===== src/rtl/hazard_scheduler_if.sv =====
// ID-stage / control bundle between ControlPath, DataPath and the hazard unit.
// master drives the decoded ID fields, slave returns stall/flush/forward controls.
interface hazard_scheduler_if #(
    parameter int REG_W = 5
);
    logic             id_valid;
    logic [REG_W-1:0] id_rs1;
    logic [REG_W-1:0] id_rs2;
    logic [REG_W-1:0] id_rd;
    logic             id_reg_write;
    logic             id_is_load;
    logic             ex_branch_taken;
    logic             mem_busy;
    logic             stall_if_id;
    logic             bubble_ex;
    logic             flush_if_id;
    logic             freeze;
    logic [1:0]       fwd_a;
    logic [1:0]       fwd_b;
    logic             we_bypass;
    logic             we_stall;
    logic [REG_W-1:0] curr_rd;

    modport master (
        output id_valid, id_rs1, id_rs2, id_rd, id_reg_write, id_is_load,
        output ex_branch_taken, mem_busy,
        input  stall_if_id, bubble_ex, flush_if_id, freeze,
        input  fwd_a, fwd_b, we_bypass, we_stall, curr_rd
    );

    modport slave (
        input  id_valid, id_rs1, id_rs2, id_rd, id_reg_write, id_is_load,
        input  ex_branch_taken, mem_busy,
        output stall_if_id, bubble_ex, flush_if_id, freeze,
        output fwd_a, fwd_b, we_bypass, we_stall, curr_rd
    );
endinterface


===== src/rtl/hazard_scheduler.sv =====
// Hazard controller for the 5-stage RV32I pipe: tracks in-flight rd in EX/MEM,
// decides stall/bubble/flush/freeze and registers the EX forwarding selects.
module hazard_scheduler #(
    parameter int REG_W        = 5,
    parameter int FLUSH_CYCLES = 2
) (
    input logic                clk,
    input logic                rst,
    hazard_scheduler_if.slave  bus
);
    typedef enum logic [1:0] {RUN, LOAD_STALL, MEM_WAIT, FLUSH} state_t;
    localparam int CW = 3;

    state_t           state_q, state_d;
    logic [CW-1:0]    cnt_q, cnt_d;

    // EX shadow slot
    logic             ex_v_q, ex_rw_q, ex_ld_q;
    logic [REG_W-1:0] ex_rd_q;
    // MEM shadow slot; the WB slot is not tracked since nothing forwards from it
    logic             mem_v_q, mem_rw_q;
    logic [REG_W-1:0] mem_rd_q;

    logic [1:0]       fwd_a_q, fwd_b_q, fwd_a_d, fwd_b_d;
    logic             stall, bubble, flush, frz, load_use;
    logic             ex_a, ex_b, mem_a, mem_b;

    function automatic logic hit(input logic [REG_W-1:0] src,
                                 input logic v, input logic rw,
                                 input logic [REG_W-1:0] rd);
        return v & rw & (rd == src) & (src != '0);
    endfunction

    // Hazard decision and forwarding selects for the instruction in ID
    always_comb begin
        ex_a     = hit(bus.id_rs1, ex_v_q, ex_rw_q, ex_rd_q);
        ex_b     = hit(bus.id_rs2, ex_v_q, ex_rw_q, ex_rd_q);
        mem_a    = hit(bus.id_rs1, mem_v_q, mem_rw_q, mem_rd_q);
        mem_b    = hit(bus.id_rs2, mem_v_q, mem_rw_q, mem_rd_q);
        fwd_a_d  = (ex_a & ~ex_ld_q) ? 2'd1 : (mem_a ? 2'd2 : 2'd0);
        fwd_b_d  = (ex_b & ~ex_ld_q) ? 2'd1 : (mem_b ? 2'd2 : 2'd0);
        load_use = bus.id_valid & ex_ld_q & (ex_a | ex_b)
                 & (state_q != LOAD_STALL);
        stall    = 1'b0;
        bubble   = 1'b0;
        flush    = 1'b0;
        frz      = 1'b0;
        state_d  = state_q;
        cnt_d    = cnt_q;
        if (bus.mem_busy) begin
            frz     = 1'b1;
            state_d = (state_q == FLUSH) ? FLUSH : MEM_WAIT;
        end else if (state_q == FLUSH) begin
            flush   = 1'b1;
            bubble  = 1'b1;
            cnt_d   = cnt_q - CW'(1);
            state_d = (cnt_q == CW'(1)) ? RUN : FLUSH;
        end else if (bus.ex_branch_taken) begin
            flush   = 1'b1;
            bubble  = 1'b1;
            cnt_d   = CW'(FLUSH_CYCLES - 1);
            state_d = (FLUSH_CYCLES == 1) ? RUN : FLUSH;
        end else if (load_use) begin
            stall   = 1'b1;
            bubble  = 1'b1;
            state_d = LOAD_STALL;
        end else begin
            state_d = RUN;
        end
    end

    // State, shadow pipeline shift and registered forwarding selects
    always_ff @(posedge clk) begin
        if (rst) begin
            state_q  <= RUN;
            cnt_q    <= '0;
            ex_v_q   <= 1'b0;
            ex_rw_q  <= 1'b0;
            ex_ld_q  <= 1'b0;
            ex_rd_q  <= '0;
            mem_v_q  <= 1'b0;
            mem_rw_q <= 1'b0;
            mem_rd_q <= '0;
            fwd_a_q  <= 2'd0;
            fwd_b_q  <= 2'd0;
        end else begin
            state_q <= state_d;
            cnt_q   <= cnt_d;
            if (!frz) begin
                mem_v_q  <= ex_v_q;
                mem_rw_q <= ex_rw_q;
                mem_rd_q <= ex_rd_q;
                if (bubble) begin
                    ex_v_q  <= 1'b0;
                    ex_rw_q <= 1'b0;
                    ex_ld_q <= 1'b0;
                    ex_rd_q <= '0;
                    fwd_a_q <= 2'd0;
                    fwd_b_q <= 2'd0;
                end else begin
                    ex_v_q  <= bus.id_valid;
                    ex_rw_q <= bus.id_reg_write;
                    ex_ld_q <= bus.id_is_load;
                    ex_rd_q <= bus.id_rd;
                    fwd_a_q <= fwd_a_d;
                    fwd_b_q <= fwd_b_d;
                end
            end
        end
    end

    assign bus.stall_if_id = stall;
    assign bus.bubble_ex   = bubble;
    assign bus.flush_if_id = flush;
    assign bus.freeze      = frz;
    assign bus.fwd_a       = fwd_a_q;
    assign bus.fwd_b       = fwd_b_q;
    assign bus.we_bypass   = (fwd_a_q != 2'd0) | (fwd_b_q != 2'd0);
    assign bus.we_stall    = stall;
    assign bus.curr_rd     = ex_v_q ? ex_rd_q : '0;
endmodule


===== src/flat_wrapper.sv =====
// flat-port wrapper written by rule: the top's interface ports become plain ports
module hazard_scheduler_flat 
#(
    parameter int REG_W        = 5,
    parameter int FLUSH_CYCLES = 2
)
  (clk, rst, bus_id_valid, bus_id_rs1, bus_id_rs2, bus_id_rd, bus_id_reg_write, bus_id_is_load, bus_ex_branch_taken, bus_mem_busy, bus_stall_if_id, bus_bubble_ex, bus_flush_if_id, bus_freeze, bus_fwd_a, bus_fwd_b, bus_we_bypass, bus_we_stall, bus_curr_rd);
  hazard_scheduler_if #(.REG_W(REG_W)) bus_i ();
  input logic clk;
  input logic rst;
  input wire logic [$bits(bus_i.id_valid)-1:0] bus_id_valid;
  input wire logic [$bits(bus_i.id_rs1)-1:0] bus_id_rs1;
  input wire logic [$bits(bus_i.id_rs2)-1:0] bus_id_rs2;
  input wire logic [$bits(bus_i.id_rd)-1:0] bus_id_rd;
  input wire logic [$bits(bus_i.id_reg_write)-1:0] bus_id_reg_write;
  input wire logic [$bits(bus_i.id_is_load)-1:0] bus_id_is_load;
  input wire logic [$bits(bus_i.ex_branch_taken)-1:0] bus_ex_branch_taken;
  input wire logic [$bits(bus_i.mem_busy)-1:0] bus_mem_busy;
  output wire logic [$bits(bus_i.stall_if_id)-1:0] bus_stall_if_id;
  output wire logic [$bits(bus_i.bubble_ex)-1:0] bus_bubble_ex;
  output wire logic [$bits(bus_i.flush_if_id)-1:0] bus_flush_if_id;
  output wire logic [$bits(bus_i.freeze)-1:0] bus_freeze;
  output wire logic [$bits(bus_i.fwd_a)-1:0] bus_fwd_a;
  output wire logic [$bits(bus_i.fwd_b)-1:0] bus_fwd_b;
  output wire logic [$bits(bus_i.we_bypass)-1:0] bus_we_bypass;
  output wire logic [$bits(bus_i.we_stall)-1:0] bus_we_stall;
  output wire logic [$bits(bus_i.curr_rd)-1:0] bus_curr_rd;
  assign bus_i.id_valid = bus_id_valid;
  assign bus_i.id_rs1 = bus_id_rs1;
  assign bus_i.id_rs2 = bus_id_rs2;
  assign bus_i.id_rd = bus_id_rd;
  assign bus_i.id_reg_write = bus_id_reg_write;
  assign bus_i.id_is_load = bus_id_is_load;
  assign bus_i.ex_branch_taken = bus_ex_branch_taken;
  assign bus_i.mem_busy = bus_mem_busy;
  assign bus_stall_if_id = bus_i.stall_if_id;
  assign bus_bubble_ex = bus_i.bubble_ex;
  assign bus_flush_if_id = bus_i.flush_if_id;
  assign bus_freeze = bus_i.freeze;
  assign bus_fwd_a = bus_i.fwd_a;
  assign bus_fwd_b = bus_i.fwd_b;
  assign bus_we_bypass = bus_i.we_bypass;
  assign bus_we_stall = bus_i.we_stall;
  assign bus_curr_rd = bus_i.curr_rd;
  hazard_scheduler #(.REG_W(REG_W), .FLUSH_CYCLES(FLUSH_CYCLES)) u_core (.clk(clk), .rst(rst), .bus(bus_i));
endmodule

===== config.mk =====
export PLATFORM = sky130hd
export DESIGN_NAME = hazard_scheduler_flat
export DESIGN_NICKNAME = d
export VERILOG_FILES = /design/src/rtl/hazard_scheduler_if.sv /design/src/rtl/hazard_scheduler.sv /design/src/flat_wrapper.sv
export SDC_FILE = /design/constraint.sdc
export NUM_CORES = 1
export LEC_CHECK = 0
export ABC_AREA = 1
export CORE_UTILIZATION = 28
export CTS_CLUSTER_SIZE = 25
export DETAILED_ROUTE_END_ITERATION = 6
export GPL_ROUTABILITY_DRIVEN = 1
export PLACE_DENSITY = 0.58
export SLEW_MARGIN = 15
export SYNTH_ARGS = -nofsm -noshare
export SYNTH_HDL_FRONTEND = slang
export SYNTH_SLANG_ARGS = --single-unit

===== constraint.sdc =====
create_clock -name clk -period 3.3 [get_ports clk]
set_input_delay 0.66 -clock clk [delete_from_list [all_inputs] [get_ports clk]]
set_output_delay 0.66 -clock clk [all_outputs]
set_load 0.005 [all_outputs]

Word level (Yosys, flattened, before mapping)
Index checks and enable logic that the tools add are counted.

word-level totals
  register bits = 24
  word-level logic and storage cells = 74

cells by class
  equal/unequal tests = 7
  muxes and demuxes = 30
  bitwise gates (word level) = 19
  reduce and logical (&&, ||, !) cells = 6
  $add $sub $neg = 1

operator list
  kind                                                                     count
  5-bit equality test                                                      4
  2-bit two-way mux                                                        10
  1-bit two-way mux                                                        16
  1-bit AND                                                                15
  5-bit two-way mux                                                        2
  5-bit nonzero test                                                       2
  3-bit two-way mux                                                        2
  2-bit nonzero test                                                       3
  3-bit by 1-bit equality test with 1-bit output, second input constant    1
  3-bit by 1-bit subtractor with 3-bit output, second input constant       1
  2-bit equality test, second input constant                               1
  2-bit by 1-bit inequality test with 1-bit output, second input constant  1
  1-bit NOT                                                                2
  1-bit OR                                                                 2
  2-bit AND reduction                                                      1

Logic depth before layout (Yosys ltp)
Gate-level depths: netlist (run 1).

  depth after elaboration = 11
  depth in mapped cells = 12
  mapped depth without buffers = 11

Worst setup path before layout (run 1)
Ideal clock, no wire load.

  path type = input to output
  start = input bus_mem_busy
  end = output bus_we_stall
  cell stages on the path = 7
  data required time = 2.640 ns
  setup slack = 1.025 ns
  buffers on the path = 2
  arrival time = 1.615 ns
  cell sequence = buf_6 -> nor2_2 -> nand2_1 -> a21oi_1 -> nand3_1 -> nor2_1 -> buf_4

on the way
  longest elaborated chain between the ends = 1

ends and longest elaborated chain
  item               line                    text
  start, declared    flat_wrapper.sv:18      input wire logic [$bits(bus_i.mem_busy)-1:0] bus_mem_busy;
  1-bit two-way mux  hazard_scheduler.sv:50  if (bus.mem_busy) begin
  end, declared      flat_wrapper.sv:26      output wire logic [$bits(bus_i.we_stall)-1:0] bus_we_stall;

Every way passes these cells.

Final worst setup path (run 1)
  start = input bus_id_rs1[3]
  end = output bus_we_stall

on the way
  longest elaborated chain between the ends = 10
  elaborated cells between the ends (all ways) = 11
  those cells by class = 1 x eq/ne; 4 x mux; 5 x bitwise; 1 x reduce/logical

ends and longest elaborated chain
  item                   line                    text
  start, declared        flat_wrapper.sv:12      input wire logic [$bits(bus_i.id_rs1)-1:0] bus_id_rs1;
  5-bit equality test    hazard_scheduler.sv:31  return v & rw & (rd == src) & (src != '0);
  1-bit AND              hazard_scheduler.sv:31
  1-bit AND (*)          hazard_scheduler.sv:31
  1-bit OR (*)           hazard_scheduler.sv:42  load_use = bus.id_valid & ex_ld_q & (ex_a | ex_b)
  1-bit AND (*)          hazard_scheduler.sv:42
  1-bit AND (*)          hazard_scheduler.sv:43  & (state_q != LOAD_STALL);
  1-bit two-way mux (*)  hazard_scheduler.sv:63  end else if (load_use) begin
  1-bit two-way mux (*)  hazard_scheduler.sv:58  end else if (bus.ex_branch_taken) begin
  1-bit two-way mux (*)  hazard_scheduler.sv:53  end else if (state_q == FLUSH) begin
  1-bit two-way mux (*)  hazard_scheduler.sv:50

Every way passes the cells marked *; elsewhere a longest branch is shown, timed or not.

==> flow_summary.ini, run 1 <==
[worst_setup_path]
worstPathRequired_ns = 2.64
path_class = in2out
cp_num_buf_inv = 3
end_kind = output pin
startpoint_type = primary input
worst_path_largest_cell_delay_ns = 0.51
cp_slowest_cell = clkdlybuf4s50_1
critPathArrivalTime_ns = 2.46
path_delay_family = buffers and inverters
crit_chain = clkdlybuf4s50_1 -> inv_1 -> a21oi_1 -> nand2_1 -> nor2_2 -> nand2_1 -> nand2_2 -> nand3_2 -> nor2_2 -> clkdlybuf4s50_1
crit_fanout = 4

[power_and_ir_drop]
peakVddDrop_mv = 0.211
pwr_density_cell_nw_per_um2 = 309
p_leak_nw = 0.949
power_uw = 650

[routing]
antenna_left = 0
route.detailed.drc = 0
viasPerCell = 4.50
vias = 1575
routedWlPerCell_um = 11.2
drt_first_pass_iters = 4
drtIter0Drc = 57
wl_mm = 3.93

[die]
initial_utilization_pct = 29.2
core_area_um2 = 5540
io_pins = 37
fp.dieH_um = 78.0
dieArea_um2 = 6080
die_width_um = 78.0
num_rows = 27

[synthesis]
synth_cell_types = 29
yosysTopAreaCellShare_pct = 29.7
ys_top_cells_by_area = dfxtp_1 (30%), nand2_1 (15%), inv_1 (8.6%)
synthArstFlopShare_pct = 0
yosysSeqAreaShare_pct = 29.7
ys.flop_type = dfxtp_1
yosysWarnings = 0
synth_top_cell_by_area = dfxtp_1
synth.most_common_cell = nand2_1
syn_nets = 266
synth_area_um2 = 1620
synth_cells = 242
syn_area_per_cell_um2 = 6.67
yosys-top-cells-count = nand2_1 (65), inv_1 (37), dfxtp_1 (24)
synth_edf_count = 0
ys_ff_latch = 24

[clocking]
tritoncts = done
cts.reportedPaths.clkPinSlew_ns = 0.08
cts_htree_levels = 1
cts_max_path_buffers = 2
cts_buffers = 3
hold_buffers = 0
insertion_delay_ns = 0.28
clock-sinks = 24
root_buffer = clkbuf_8

[status]
status = complete, no violations

[timing]
fin_crit_sh_pct = 94.4
fmax_mhz = 321
finalHoldViolations = 0
setup_tns_ns = 0
timing.slew.headroom_pct = 78.5
drv_slew = 0
clock_skew_ns = 0.0114
setup_violations = 0
worst_slack_ns = 0.184
fin_hold_ws_ns = 0.478
rsz0062_at_grt = false
worst_pin_slew_ns = 0.321
fin_crit_ns = 3.12

[global_route]
antenna_found_initial = 0
grt_max_degree = 27
grt_pass1_wl_mm = 6.85
overflow = 0
track_usage_pct = 14.3
grt_pass1_vias = 1560

[layout]
fin_cells = 350
final_nets = 303
num_antenna_cells = 0
drive_gt1_share_pct = 16.5
final_cell_area_um2 = 2100
syn_to_final_growth_pct = 30.3
final_util_pct = 38.0

[placement]
portBuffers = 36
dp.final_hpwl_mm = 2.99
gp_congestion = 0.775
placed_area_um2 = 2030
dp.cells = 346
dp_worst_setup_slack_ns = 0.0895

[hold_path]
hold_class = reg2reg

[flow_run]
cap_viol_max_count = 0
-- tightest hold or removal path, stage by stage (launching register included) --
cell     delay (ns)
dfxtp_1        0.32
nand2_1        0.06
a21oi_1        0.06
-- registers in the layout, summed over array words and instances, names as in the netlist --
name,count
u_core.cnt_q,3
u_core.state_q,2
u_core.mem_rd_q,5
u_core.ex_v_q,1
u_core.mem_rw_q,1
u_core.ex_rd_q,5
u_core.mem_v_q,1
u_core.bus.fwd_b,2
u_core.ex_rw_q,1
u_core.bus.fwd_a,2
u_core.ex_ld_q,1
-- kinds of logic (layout without fill, tap and decap cells) --
logic type / Yosys count / after routing / synth area share [%]
AO/OA/AOI/OAI: 37 / 37 / 14.0
XOR/XNOR: 7 / 7 / 3.80
AND/OR/NAND/NOR: 120 / 120 / 36.2
adder cells (fa/ha/maj): 2 / 2 / 1.55
flip-flops: 24 / 24 / 29.7
buffers and inverters: 52 / 88 / 14.7
-- repair_timing --
item,4_1_cts,5_1_grt
gates resized for setup,0,7
buffers inserted,0,0
setup endpoints to repair,0,2
-- metal layers --
| layer | vias to the layer above | routed length [um] | GRT usage [%] |
|---|---|---|---|
| met1 | 713 | 1920 | 18.9 |
| met2 | 37 | 1780 | 23.6 |
| met4 | 0 | 46 | 2.96 |
| met5 | - | 0 | 0 |
| li1 | 819 | - | - |
| met3 | 6 | 194 | 3.41 |
-- worst paths after layout --
path / startpoint / endpoint / slack [ns] / cells past startpoint
worst min register to register: u_core.cnt_q[1] / u_core.cnt_q[1] / 0.48 / 2
worst max-delay path: bus_id_rs1[3] / bus_we_stall / 0.18 / 10
worst min-delay path: u_core.cnt_q[1] / u_core.cnt_q[1] / 0.48 / 2
worst max register to register: u_core.ex_v_q / u_core.bus.fwd_b[1] / 1.72 / 9
-- cell type report --
cell class	instances	area (um2)
clock buffers	4	55.1
multi-input cells	166	912
well taps	72	90.1
flip-flops and latches	24	480
fillers	617	3440
repair buffers	41	405
inverters	43	161
-- where the power goes --
group          total (mW)  internal [mW]  switching, mW
Sequential          0.315          0.302         0.0126
Combinational       0.126         0.0585         0.0674
Clock               0.209          0.107          0.102
Total               0.650          0.468          0.182
-- cells in the final DEF (no fill, tap or decap), drive strengths merged --
master / netlist / final
dfxtp: 24 / 24
ha: 2 / 2
nand4: 1 / 1
nand3b: 1 / 1
a311oi: 1 / 1
nor2: 25 / 25
a221oi: 1 / 1
clkdlybuf4s50: 0 / 33
nand3: 20 / 20
inv: 42 / 42
buf: 6 / 5
clkbuf: 3 / 4
clkinv: 1 / 1
xor2: 3 / 3
or2: 1 / 1
xnor2: 4 / 4
or4: 1 / 1
nand2: 71 / 71
a21oi: 22 / 22
dlymetal6s2s: 0 / 3
o21ai: 13 / 13
Power figures use the tool's default switching activity.
==> run 2, diff against run 1 <==
--- a/config.mk
+++ b/config.mk
@@ -11,6 +11,7 @@
 export DETAILED_ROUTE_END_ITERATION = 6
 export GPL_ROUTABILITY_DRIVEN = 1
 export PLACE_DENSITY = 0.58
+export REMOVE_ABC_BUFFERS = 1
 export SLEW_MARGIN = 15
 export SYNTH_ARGS = -nofsm -noshare
 export SYNTH_HDL_FRONTEND = slang
==> run 2 against run 1 <==
Effect of this change:
- die area stayed put
- register-to-register slack got worse by 0.03 ns
- core utilization decreased by 0.23 points
- clock power about the same
- non-clock buffer count unchanged
- total power about the same
- clock skew is 0.0045 ns lower
- first-iteration DRC count up 140%
- critical path type unchanged
==> flow_summary.ini, run 2 (same netlist as run 1, synthesis figures left out) <==
[worst_setup_path]
path_delay_family = buffers and inverters
cp_num_buf_inv = 4
crit_chain = clkdlybuf4s50_1 -> inv_1 -> nand2_1 -> nand2_1 -> inv_1 -> nand2_1 -> nor2_2 -> nand2_1 -> nand2_2 -> nand3_2 -> nor2_2 -> clkdlybuf4s50_1
end_kind = output pin
worst_path_largest_cell_delay_ns = 0.54
cp_common_cell = nand2_1
path_class = in2out
timing.rr.end = u_core.bus.fwd_a[1]
rr_worst_depth = 10
startpoint_type = primary input
worstPathRequired_ns = 2.64
critPathArrivalTime_ns = 2.52
cp_slowest_cell = clkdlybuf4s50_1
crit_fanout = 4
reg2reg_slack_ns = 1.69
worst_r2r_startpoint = u_core.ex_v_q

[routing]
antenna_left = 0
wl_mm = 3.94
viasPerCell = 4.46
vias = 1562
drtIter0Drc = 137
route.detailed.drc = 0
routedWlPerCell_um = 11.3
drt_first_pass_iters = 4

[die]
num_rows = 27
fp.dieH_um = 78.0
dieArea_um2 = 6080
die_width_um = 78.0
io_pins = 37
initial_utilization_pct = 29.2
core_area_um2 = 5540

[timing]
setup_tns_ns = 0
worst_pin_slew_ns = 0.419
rsz0062_at_grt = false
fin_crit_sh_pct = 96.5
setup_violations = 0
fin_crit_ns = 3.18
timing.slew.headroom_pct = 72.0
finalHoldViolations = 0
fmax_mhz = 314
drv_slew = 0
clock_skew_ns = 0.00682

[power_and_ir_drop]
peakVddDrop_mv = 0.213
p_leak_nw = 0.921
power_uw = 650
pwr_density_cell_nw_per_um2 = 311

[hold_path]
whs_endpoint = u_core.cnt_q[1]
holdPathStages = 2
hp-start = u_core.cnt_q[1]
hold_class = reg2reg

[global_route]
antenna_found_initial = 0
grt_pass1_wl_mm = 6.78
overflow = 0
track_usage_pct = 14.2
grt_max_degree = 27
grt_pass1_vias = 1451

[placement]
portBuffers = 36
gp_congestion = 0.765
dp.final_hpwl_mm = 2.95

[clocking]
cts_max_path_buffers = 2
tritoncts = done
insertion_delay_ns = 0.27
root_buffer = clkbuf_8
hold_buffers = 0
cts_buffers = 3
clock-sinks = 24
cts_htree_levels = 1
cts.reportedPaths.clkPinSlew_ns = 0.09

[status]
status = complete, no violations

[layout]
layout_commonest_cell = nand2_1
drive_gt1_share_pct = 16.5
final_nets = 303
final.fill_count = 600
final_util_pct = 37.8
layout_common_cells = nand2_1 (65), inv_1 (37), clkdlybuf4s50_1 (36)
num_antenna_cells = 0
largest_registers = u_core.ex_rd_q x5, u_core.mem_rd_q x5, u_core.cnt_q x3
syn_to_final_growth_pct = 29.5

[flow_run]
cap_viol_max_count = 0
-- run 2: changes by cell type in the layout (fill, tap and decap cells not counted), sizes merged --
| cell | delta |
|---|---|
| dlymetal6s2s | -3 |
| clkdlybuf4s50 | +3 |
-- run 2: stage by stage --
stage	hold WS, ns	worst slack [ns]	std cells	instance area [um2]
floorplan	0.439	1.23	233	1540
global placement	0.458	0.0895	346	2030
detailed placement	0.464	0.0758	346	2030
CTS	0.478	0.0583	350	2080
global route	0.516	0.0154	350	2090
finish	0.475	0.116	350	2090
-- run 2: worst max-delay path by stage --
stage	cells past startpoint	to	from	slack (ns)
after floorplan	9	bus_stall_if_id	bus_id_rs2[2]	1.23
after global placement	12	bus_stall_if_id	bus_id_rs1[1]	0.09
after detailed placement	9	bus_we_stall	bus_id_rs2[4]	0.08
after CTS	9	bus_we_stall	bus_id_rs2[4]	0.06
after global routing	10	bus_we_stall	bus_id_rs1[3]	0.02
final	12	bus_we_stall	bus_id_rs1[1]	0.12
-- run 2: routing by layer --
| layer | track usage, % | part of all wire, % | vias to the layer above |
|---|---|---|---|
| met4 | 1.67 | 0.38 | 0 |
| li1 | - | - | 825 |
| met1 | 19.6 | 49 | 685 |
| met5 | 0 | 0 | - |
| met2 | 23.0 | 44 | 50 |
| met3 | 3.18 | 6.3 | 2 |
-- run 2: cell type report --
class                   instances  area [um2]  share of cell area [%]
inverters                      43         161                    7.72
well taps                      72        90.1                    4.31
repair buffers                 41         398                    19.0
clock buffers                   4        55.1                    2.63
flip-flops and latches         24         480                    23.0
multi-input cells             166         907                    43.4
-- run 2: power by group --
group          internal [mW]  total (mW)  switching, mW
combinational         0.0589       0.125         0.0666
sequential             0.302       0.315         0.0131
clock                  0.107       0.209          0.102
-- run 2: repair_timing --
item | in CTS | in global routing
gates resized for setup | 0 | 3
setup buffers | 0 | 0
setup endpoints to repair | 0 | 2
-- run 2: tightest hold or removal path, delay by kind of cell, from the launching register on --
kind	cells	cell delay [ns]
flip-flops	1	0.32
AO/OA/AOI/OAI	1	0.06
AND/OR/NAND/NOR	1	0.06
